### src/rtl/booth_pkg.sv
// Shared types and helpers for the sequential radix-2 Booth multiplier.
// Holds the controller state encoding, the Booth pair codes and the iteration count rule.
package booth_pkg;

  typedef enum logic [1:0] {
    IDLE = 2'd0,
    LOAD = 2'd1,
    ITER = 2'd2,
    DONE = 2'd3
  } booth_state_t;

  // Booth pair {Q[0], q-1}: 01 adds M, 10 subtracts M, 00/11 leave A alone.
  localparam logic [1:0] NOP = 2'b00;
  localparam logic [1:0] ADD = 2'b01;
  localparam logic [1:0] SUB = 2'b10;

  // Unsigned operands need one extra step to consume the zero-extension bit of Q.
  function automatic int booth_iters(input int yw, input logic sgn);
    return sgn ? yw : yw + 1;
  endfunction

endpackage

### src/rtl/booth_mult_seq_if.sv
// Request/result bundle between a multiply master and booth_mult_seq.
interface booth_mult_seq_if #(
  parameter int XW = 6,
  parameter int YW = 6
);

  logic              start;
  logic              sgn;
  logic [XW-1:0]     x;
  logic [YW-1:0]     y;
  logic              ready;
  logic              busy;
  logic              done;
  logic [XW+YW-1:0]  product;

  modport master (
    output start, sgn, x, y,
    input  ready, busy, done, product
  );

  modport slave (
    input  start, sgn, x, y,
    output ready, busy, done, product
  );

endinterface

### src/rtl/booth_step.sv
// One combinational Booth step: conditional add/subtract of M into A, then an
// arithmetic right shift of the combined {A, Q, q-1} register.
module booth_step
  import booth_pkg::*;
#(
  parameter int XW = 6,
  parameter int YW = 6
) (
  input  logic [XW+1:0] a,
  input  logic [YW:0]   q,
  input  logic          qm1,
  input  logic [XW:0]   m,
  output logic [XW+1:0] a_nxt,
  output logic [YW:0]   q_nxt,
  output logic          qm1_nxt
);

  logic [XW+1:0] m_ext;
  logic [XW+1:0] sum;

  // M is already sign- or zero-extended, so copying its top bit is correct in both modes.
  assign m_ext = {m[XW], m};

  always_comb begin
    sum = a;
    case ({q[0], qm1})
      ADD:     sum = a + m_ext;
      SUB:     sum = a - m_ext;
      NOP:     sum = a;
      default: sum = a;
    endcase
    {a_nxt, q_nxt, qm1_nxt} = {sum[XW+1], sum, q};
  end

endmodule

### src/rtl/booth_mult_seq.sv
// Sequential radix-2 Booth multiplier: IDLE/LOAD/ITER/DONE controller around booth_step,
// retiring one Booth step per clock and holding the product until the next result.
module booth_mult_seq
  import booth_pkg::*;
#(
  parameter int XW = 6,
  parameter int YW = 6
) (
  input  logic             clk,
  input  logic             rst,
  booth_mult_seq_if.slave  bus
);

  localparam int PW = XW + YW;
  localparam int CW = $clog2(YW + 2);

  booth_state_t state, state_nxt;
  logic         accept;

  logic [XW-1:0] x_r;
  logic [YW-1:0] y_r;
  logic          sgn_r;

  logic [XW+1:0] a, a_nxt;
  logic [YW:0]   q, q_nxt;
  logic          qm1, qm1_nxt;
  logic [XW:0]   m;
  logic [CW-1:0] cnt;
  logic [PW-1:0] product_r;

  booth_step #(
    .XW(XW),
    .YW(YW)
  ) u_step (
    .a       (a),
    .q       (q),
    .qm1     (qm1),
    .m       (m),
    .a_nxt   (a_nxt),
    .q_nxt   (q_nxt),
    .qm1_nxt (qm1_nxt)
  );

  // A new operation is accepted only from the two ready states.
  always_comb begin
    state_nxt = state;
    accept    = 1'b0;
    case (state)
      IDLE: begin
        if (bus.start) begin
          state_nxt = LOAD;
          accept    = 1'b1;
        end
      end
      LOAD: state_nxt = ITER;
      ITER: begin
        if (cnt == CW'(1)) state_nxt = DONE;
      end
      DONE: begin
        if (bus.start) begin
          state_nxt = LOAD;
          accept    = 1'b1;
        end else begin
          state_nxt = IDLE;
        end
      end
      default: state_nxt = IDLE;
    endcase
  end

  always_ff @(posedge clk) begin
    if (rst) begin
      state     <= IDLE;
      x_r       <= '0;
      y_r       <= '0;
      sgn_r     <= 1'b0;
      a         <= '0;
      q         <= '0;
      qm1       <= 1'b0;
      m         <= '0;
      cnt       <= '0;
      product_r <= '0;
    end else begin
      state <= state_nxt;
      if (accept) begin
        x_r   <= bus.x;
        y_r   <= bus.y;
        sgn_r <= bus.sgn;
      end
      if (state == LOAD) begin
        a   <= '0;
        q   <= sgn_r ? {y_r[YW-1], y_r} : {1'b0, y_r};
        m   <= sgn_r ? {x_r[XW-1], x_r} : {1'b0, x_r};
        qm1 <= 1'b0;
        cnt <= CW'(booth_iters(YW, sgn_r));
      end else if (state == ITER) begin
        a   <= a_nxt;
        q   <= q_nxt;
        qm1 <= qm1_nxt;
        cnt <= cnt - CW'(1);
        // Signed runs leave the sign-extension bit in Q[0]; unsigned runs consume all of Q.
        if (cnt == CW'(1)) begin
          product_r <= sgn_r ? PW'({a_nxt, q_nxt[YW:1]}) : PW'({a_nxt, q_nxt});
        end
      end
    end
  end

  assign bus.ready   = (state == IDLE) || (state == DONE);
  assign bus.busy    = (state == LOAD) || (state == ITER);
  assign bus.done    = (state == DONE);
  assign bus.product = product_r;

endmodule
### src/flat_wrapper.sv
// flat-port wrapper written by rule: the top's interface ports become plain ports
module booth_mult_seq_flat import booth_pkg::*;
#(
  parameter int XW = 6,
  parameter int YW = 6
)
  (clk, rst, bus_start, bus_sgn, bus_x, bus_y, bus_ready, bus_busy, bus_done, bus_product);
  booth_mult_seq_if #(.XW(XW), .YW(YW)) bus_i ();
  input  logic clk;
  input  logic rst;
  input wire logic [$bits(bus_i.start)-1:0] bus_start;
  input wire logic [$bits(bus_i.sgn)-1:0] bus_sgn;
  input wire logic [$bits(bus_i.x)-1:0] bus_x;
  input wire logic [$bits(bus_i.y)-1:0] bus_y;
  output wire logic [$bits(bus_i.ready)-1:0] bus_ready;
  output wire logic [$bits(bus_i.busy)-1:0] bus_busy;
  output wire logic [$bits(bus_i.done)-1:0] bus_done;
  output wire logic [$bits(bus_i.product)-1:0] bus_product;
  assign bus_i.start = bus_start;
  assign bus_i.sgn = bus_sgn;
  assign bus_i.x = bus_x;
  assign bus_i.y = bus_y;
  assign bus_ready = bus_i.ready;
  assign bus_busy = bus_i.busy;
  assign bus_done = bus_i.done;
  assign bus_product = bus_i.product;
  booth_mult_seq #(.XW(XW), .YW(YW)) u_core (.clk(clk), .rst(rst), .bus(bus_i));
endmodule
### config.mk
export PLATFORM = sky130hd
export DESIGN_NAME = booth_mult_seq_flat
export DESIGN_NICKNAME = d
export VERILOG_FILES = /design/src/rtl/booth_pkg.sv /design/src/rtl/booth_mult_seq_if.sv /design/src/rtl/booth_step.sv /design/src/rtl/booth_mult_seq.sv /design/src/flat_wrapper.sv
export SDC_FILE = /design/constraint.sdc
export NUM_CORES = 1
export LEC_CHECK = 0
export CORE_MARGIN = 1
export CORE_UTILIZATION = 50
export CTS_CLUSTER_SIZE = 16
export DETAILED_ROUTE_END_ITERATION = 6
export HOLD_SLACK_MARGIN = 0.06
export PLACE_DENSITY_LB_ADDON = 0.25
export SYNTH_ARGS = -nofsm -noshare
export SYNTH_HDL_FRONTEND = slang
export SYNTH_SLANG_ARGS = --single-unit
### constraint.sdc
create_clock -name clk -period 5.9 [get_ports clk]
set_input_delay 0.59 -clock clk [delete_from_list [all_inputs] [get_ports clk]]
set_output_delay 0.59 -clock clk [all_outputs]
set_load 0.03 [all_outputs]
==> flow_summary.json, run 1 <==
{
  "cp_cell_sequence": "inv_1, ha_1, inv_1, clkdlybuf4s50_1",
  "crit_top_cell": "inv_1",
  "grt-ovfl-total": 0,
  "chipHeight_um": 75.4,
  "synthesis.area_um2": 2690,
  "hpwlAfterDp_um": 3730,
  "fmax_ghz": 0.342,
  "crit_path_start_kind": "register",
  "drtPass1Iterations": 4,
  "finalMaxSlewViolations": 0,
  "clock_sinks": 52,
  "register_area_um2": 1040,
  "core-area_um2": 5140,
  "drcViolationCount": 0,
  "synth-seq-cells": 52,
  "tightest_slew_ns": 1.04,
  "synth_cell_types": 37,
  "clock_latency_ns": 0.31,
  "power_uw": 1430,
  "start_util": 0.524,
  "cp-end-kind": "output port",
  "initialDrtViolationCount": 97,
  "nets": 367,
  "hold_buffers": 0,
  "synth-main-ff-cell": "dfxtp_1",
  "pre_cts_ws_ns": 3.33,
  "rows": 26,
  "area.growth.synth_to_final_pct": 15.5,
  "ys_seq_area_frac": 0.387,
  "antenna_found_initial": 0,
  "p_per_area_nw_per_um2": 461,
  "grt_max_degree": 48,
  "grt_use_total": 0.207,
  "cts_tree": "done",
  "nFillCells": 473,
  "cp.arrival_ns": 2.34,
  "place_congestion": 0.828,
  "grt_first_pass_wirelength_um": 8920,
  "path_clk_slew_ns": 0.09,
  "wl_per_cell_um": 12.9,
  "run_status": "completed",
  "worstPathMaxFanout": 21,
  "io_buffer_count": 30,
  "irDropWorstVdd_uv": 264,
  "diodes": 0,
  "synthTopCellsByArea": "dfxtp_1 39%, mux2i_1 8.9%, ha_1 7.4%",
  "htreeDepth": 2,
  "crit_type": "register to output port",
  "max_cap_violations": 0,
  "design.portCount": 31,
  "skew_ns": 0.00700,
  "synthArstFlopShare": 0,
  "max_slew_margin": 0.307,
  "cts.repair.resized": 0,
  "vias_per_cell": 5.33,
  "post_cts.repair.setup_buffers": 0,
  "holdWs_ns": 0.461,
  "cts_buffers": 5,
  "tns_ns": 0,
  "vias": 2159,
  "multi_input_area_um2": 1510,
  "r2r_slack_ns": 3.33,
  "hold_violations": 0,
  "netlist_instances": 314,
  "worstPathRequired_ns": 5.31,
  "max_stage_delay_ns": 0.69,
  "slowest_stage": "ha_1",
  "grt_pass1_vias": 1965,
  "leakage_uw": 0.00111,
  "drive_gt1_frac": 0.0687,
  "placed_cells": 397,
  "yosysWarnings": 0,
  "dieArea_um2": 5680,
  "syn_avg_cell_area_um2": 8.57,
  "layout_setup_ws_ns": 2.97,
  "clock_path_buffers": 2,
  "period_needed_ns": 2.93,
  "drt_wl_total_um": 5210,
  "die-width_um": 75.4,
  "ant_nets": 0,
  "synth_top_area_cell": "dfxtp_1",
  "synth_edf_count": 0,
  "cts_root_buf": "clkbuf_8",
  "synth_top_area_frac": 0.387,
  "setup_violations": 0,
  "instances_no_fill": 405,
  "syn-num-nets": 347,
  "hold_class": "register to register",
  "rsz0062_at_grt": "false",
  "min_period_over_period": 0.496
}
## routing by layer
layer,vias up,GRT usage,share of wire
met4,0,0.0494,0.0075
met2,50,0.325,0.45
met1,972,0.286,0.50
met3,4,0.0516,0.043
met5,-,0,0
li1,1133,-,-
## path summary, 6_finish.rpt
check / from / to / cells past startpoint
max: u_core.state[1] / bus_ready / 4
min: u_core.x_r[2] / u_core.x_r[2] / 2
max reg2reg: u_core.q[0] / u_core.a[6] / 8
min reg2reg: u_core.x_r[2] / u_core.x_r[2] / 2
## cells in the mapped netlist (3+ instances only)
cell type,instances
a31oi_1,3
dfxtp_1,52
mux2_2,4
o221ai_1,3
ha_1,16
a21oi_1,24
o21ai_0,7
buf_1,3
nand2b_1,5
xnor2_1,7
nor2_1,47
clkbuf_1,7
inv_1,15
buf_2,9
nand3_1,3
mux2i_1,24
nor2b_1,4
nor3_1,4
or3b_2,3
a211oi_1,20
nand2_1,32
## stage by stage
stage                     instance area [um^2]  utilization
after floorplan                           2690            -
final                                     3110        0.605
after detailed placement                  3010        0.586
after global routing                      3110        0.605
after CTS                                 3110        0.605
after global placement                    3010        0.586
## layout by cell type, fill, tap and decap left out, types with 7 or more instances in the layout
cell / Yosys / layout
nand2_1: 32 / 32
clkdlybuf4s50_1: 0 / 30
nor2_1: 47 / 47
a21oi_1: 24 / 24
dfxtp_1: 52 / 52
xnor2_1: 7 / 7
ha_1: 16 / 16
inv_1: 15 / 15
mux2i_1: 24 / 24
a211oi_1: 20 / 20
o21ai_0: 7 / 7
## final cells by class
type	instances	area share
Multi-Input combinational cell	228	0.486
Clock buffer	6	0.0266
Tap cell	70	0.0282
Timing Repair Buffer	32	0.101
Clock inverter	2	0.00443
Sequential cell	52	0.335
Inverter	15	0.0181
## where the power goes
part	switching, uW	internal [uW]	leakage [uW]
Combinational	410	323	0.000638
Sequential	62.0	420	0.000424
Clock	122	96.2	0.0000516
Total	595	839	0.00111
## worst max-delay path, delay by kind of cell (launching register included)
family / cells / cell delay (ns)
flip-flops: 1 / 0.40
buffers and inverters: 3 / 0.95
adder cells (fa/ha/maj): 1 / 0.69
## flip-flops by register name, indices dropped and copies added (netlist names)
| register | flops |
|---|---|
| u_core.a | 7 |
| u_core.bus.product | 12 |
| u_core.cnt | 3 |
| u_core.m | 7 |
| u_core.q | 7 |
| u_core.qm1 | 1 |
| u_core.sgn_r | 1 |
| u_core.state | 2 |
| u_core.x_r | 6 |
| u_core.y_r | 6 |
## cell families (layout without fill, tap and decap cells)
logic type,after synthesis,after routing,share of synthesized area
buf+inv,34,55,0.0516
flops,52,52,0.387
simple gates,103,103,0.169
xor+xnor,9,9,0.0293
compound gates,71,71,0.176
mux,28,28,0.106
fa+ha+maj,17,17,0.0818
Power figures use the tool's default switching activity.
==> run 2: changes to the inputs <==
==> constraint.sdc (replaced) <==
create_clock -name clk -period 2.5 [get_ports clk]
set_input_delay 0.25 -clock clk [delete_from_list [all_inputs] [get_ports clk]]
set_output_delay 0.25 -clock clk [all_outputs]
set_load 0.03 [all_outputs]
==> flow_summary.json, run 2 (synthesized netlist as in run 1, its figures left out) <==
{
  "run_status": "completed",
  "worstPathRequired_ns": 2.70,
  "fmax_ghz": 0.419,
  "grt_use_total": 0.200,
  "hold_class": "register to register",
  "rows": 26,
  "nets": 375,
  "grt-ovfl-total": 0,
  "clock_sinks": 52,
  "drtPass1Iterations": 4,
  "period_needed_ns": 2.39,
  "path_clk_slew_ns": 0.10,
  "drt_wl_total_um": 5340,
  "core-area_um2": 5140,
  "max_cap_violations": 0,
  "setup_violations": 0,
  "cts_root_buf": "clkbuf_8",
  "crit_path_start_kind": "register",
  "final_common_cell": "dfxtp_1",
  "cp-end-kind": "register",
  "hold_violations": 0,
  "worstPathMaxFanout": 4,
  "hpwlAfterDp_um": 3800,
  "tightest_slew_ns": 0.584,
  "p_per_area_nw_per_um2": 1090,
  "grt_first_pass_wirelength_um": 8750,
  "antenna_found_initial": 0,
  "finalMaxSlewViolations": 0,
  "crit_type": "register to register",
  "cts_tree": "done",
  "cp.arrival_ns": 2.59,
  "drcViolationCount": 0,
  "max_slew_margin": 0.610,
  "initialDrtViolationCount": 120,
  "die-width_um": 75.4,
  "crit_top_cell": "ha_1",
  "tns_ns": 0,
  "chipHeight_um": 75.4,
  "place_congestion": 0.905,
  "largest_reg_flops": 12,
  "design.portCount": 31,
  "vias": 2198,
  "irDropWorstVdd_uv": 691,
  "io_buffer_count": 30,
  "power_uw": 3490,
  "wl_per_cell_um": 12.9,
  "hold_buffers": 0,
  "final_cell_mix": "50 x dfxtp_1, 47 x nor2_1, 32 x nand2_1, 30 x clkdlybuf4s50_1",
  "grt_pass1_vias": 1947,
  "drive_gt1_frac": 0.108,
  "htreeDepth": 2,
  "vias_per_cell": 5.32,
  "max_stage_delay_ns": 0.37,
  "grt_max_degree": 40,
  "area.growth.synth_to_final_pct": 18.7,
  "cts_buffers": 5,
  "ant_nets": 0,
  "clock_path_buffers": 2,
  "diodes": 0,
  "slowest_stage": "dfxtp_2",
  "start_util": 0.524,
  "dieArea_um2": 5680,
  "cp_cell_sequence": "inv_1, ha_1, a31oi_1, xnor2_1, ha_1, o211a_1, o31a_1, o21ai_2, mux2i_1, mux2_2",
  "min_period_over_period": 0.955,
  "skew_ns": 0.00765,
  "clock_latency_ns": 0.30,
  "leakage_uw": 0.00115
}
==> run 2: cell count changes in the layout (fill, tap and decap cells not counted), sizes merged <==
cell      before  now
clkbuf         6    7
buf            2   10
inv           16   15
clkinvlp       0    1
clkinv         1    0
==> run 2: layout make-up <==
class,instances,area (um^2)
clock buffer,7,86.3
clock inverter,1,7.51
timing repair buffer,40,375
tap,70,87.6
inverter,15,56.3
sequential,52,1040
fill,488,1950
multi-input combinational,228,1540
==> run 2: power by group <==
| part | leakage (uW) | internal [uW] | switching [uW] |
|---|---|---|---|
| combinational | 0.000680 | 840 | 1020 |
| sequential | 0.000425 | 991 | 135 |
| clock | 0.0000445 | 226 | 272 |
==> run 2: worst max-delay path: cells and delay by family, from the launching register on <==
family,cells,cell delay (ns)
buf+inv,1,0.05
flops,1,0.37
mux,2,0.55
fa+ha+maj,2,0.57
compound gates,4,0.65
xor+xnor,1,0.09
==> run 2: repair_timing <==
action	CTS	global route
setup buffers	0	2
gates resized for setup	0	8
endpoints found under the setup margin	0	9
==> run 2: stage by stage <==
| step | area [um^2] | worst slack (ns) | util | hold slack [ns] | instances |
|---|---|---|---|---|---|
| 2_1_floorplan | 2690 | 0.144 | - | 0.386 | 314 |
| 3_3_place_gp | 3060 | 0.109 | 0.595 | 0.444 | 403 |
| 3_5_place_dp | 3060 | 0.0453 | 0.595 | 0.450 | 403 |
| 4_1_cts | 3150 | 0.0216 | 0.613 | 0.463 | 411 |
| 5_1_grt | 3190 | -0.0134 | 0.621 | 0.485 | 413 |
| 6_report | 3190 | 0.114 | 0.621 | 0.460 | 413 |
==> run 2: per-layer routing <==
| layer | wire length, um | vias up | GRT usage |
|---|---|---|---|
| met3 | 196 | 8 | 0.0450 |
| met5 | 0 | - | 0 |
| met1 | 2660 | 1000 | 0.274 |
| li1 | - | 1146 | - |
| met4 | 70 | 0 | 0.0761 |
| met2 | 2410 | 44 | 0.310 |
==> run 2: path summary, 6_finish.rpt <==
check                      from             to  slack, ns  depth (start not counted)
hold / removal    u_core.x_r[2]  u_core.x_r[2]       0.46                          2
setup reg to reg    u_core.m[1]    u_core.a[6]       0.11                         10
hold reg to reg   u_core.x_r[2]  u_core.x_r[2]       0.46                          2
setup / recovery    u_core.m[1]    u_core.a[6]       0.11                         10
==> run 3: changes to the inputs <==
--- a/config.mk
+++ b/config.mk
@@ -7,6 +7,7 @@
 export LEC_CHECK = 0
 export CORE_MARGIN = 1
 export CORE_UTILIZATION = 50
+export CTS_CLUSTER_DIAMETER = 150
 export CTS_CLUSTER_SIZE = 16
 export DETAILED_ROUTE_END_ITERATION = 6
 export HOLD_SLACK_MARGIN = 0.06
@@ -14,3 +15,4 @@
 export SYNTH_ARGS = -nofsm -noshare
 export SYNTH_HDL_FRONTEND = slang
 export SYNTH_SLANG_ARGS = --single-unit
+export TNS_END_PERCENT = 30
==> results of run 3 <==
The final DEF is identical to that of run 2; final timing and power are the same.
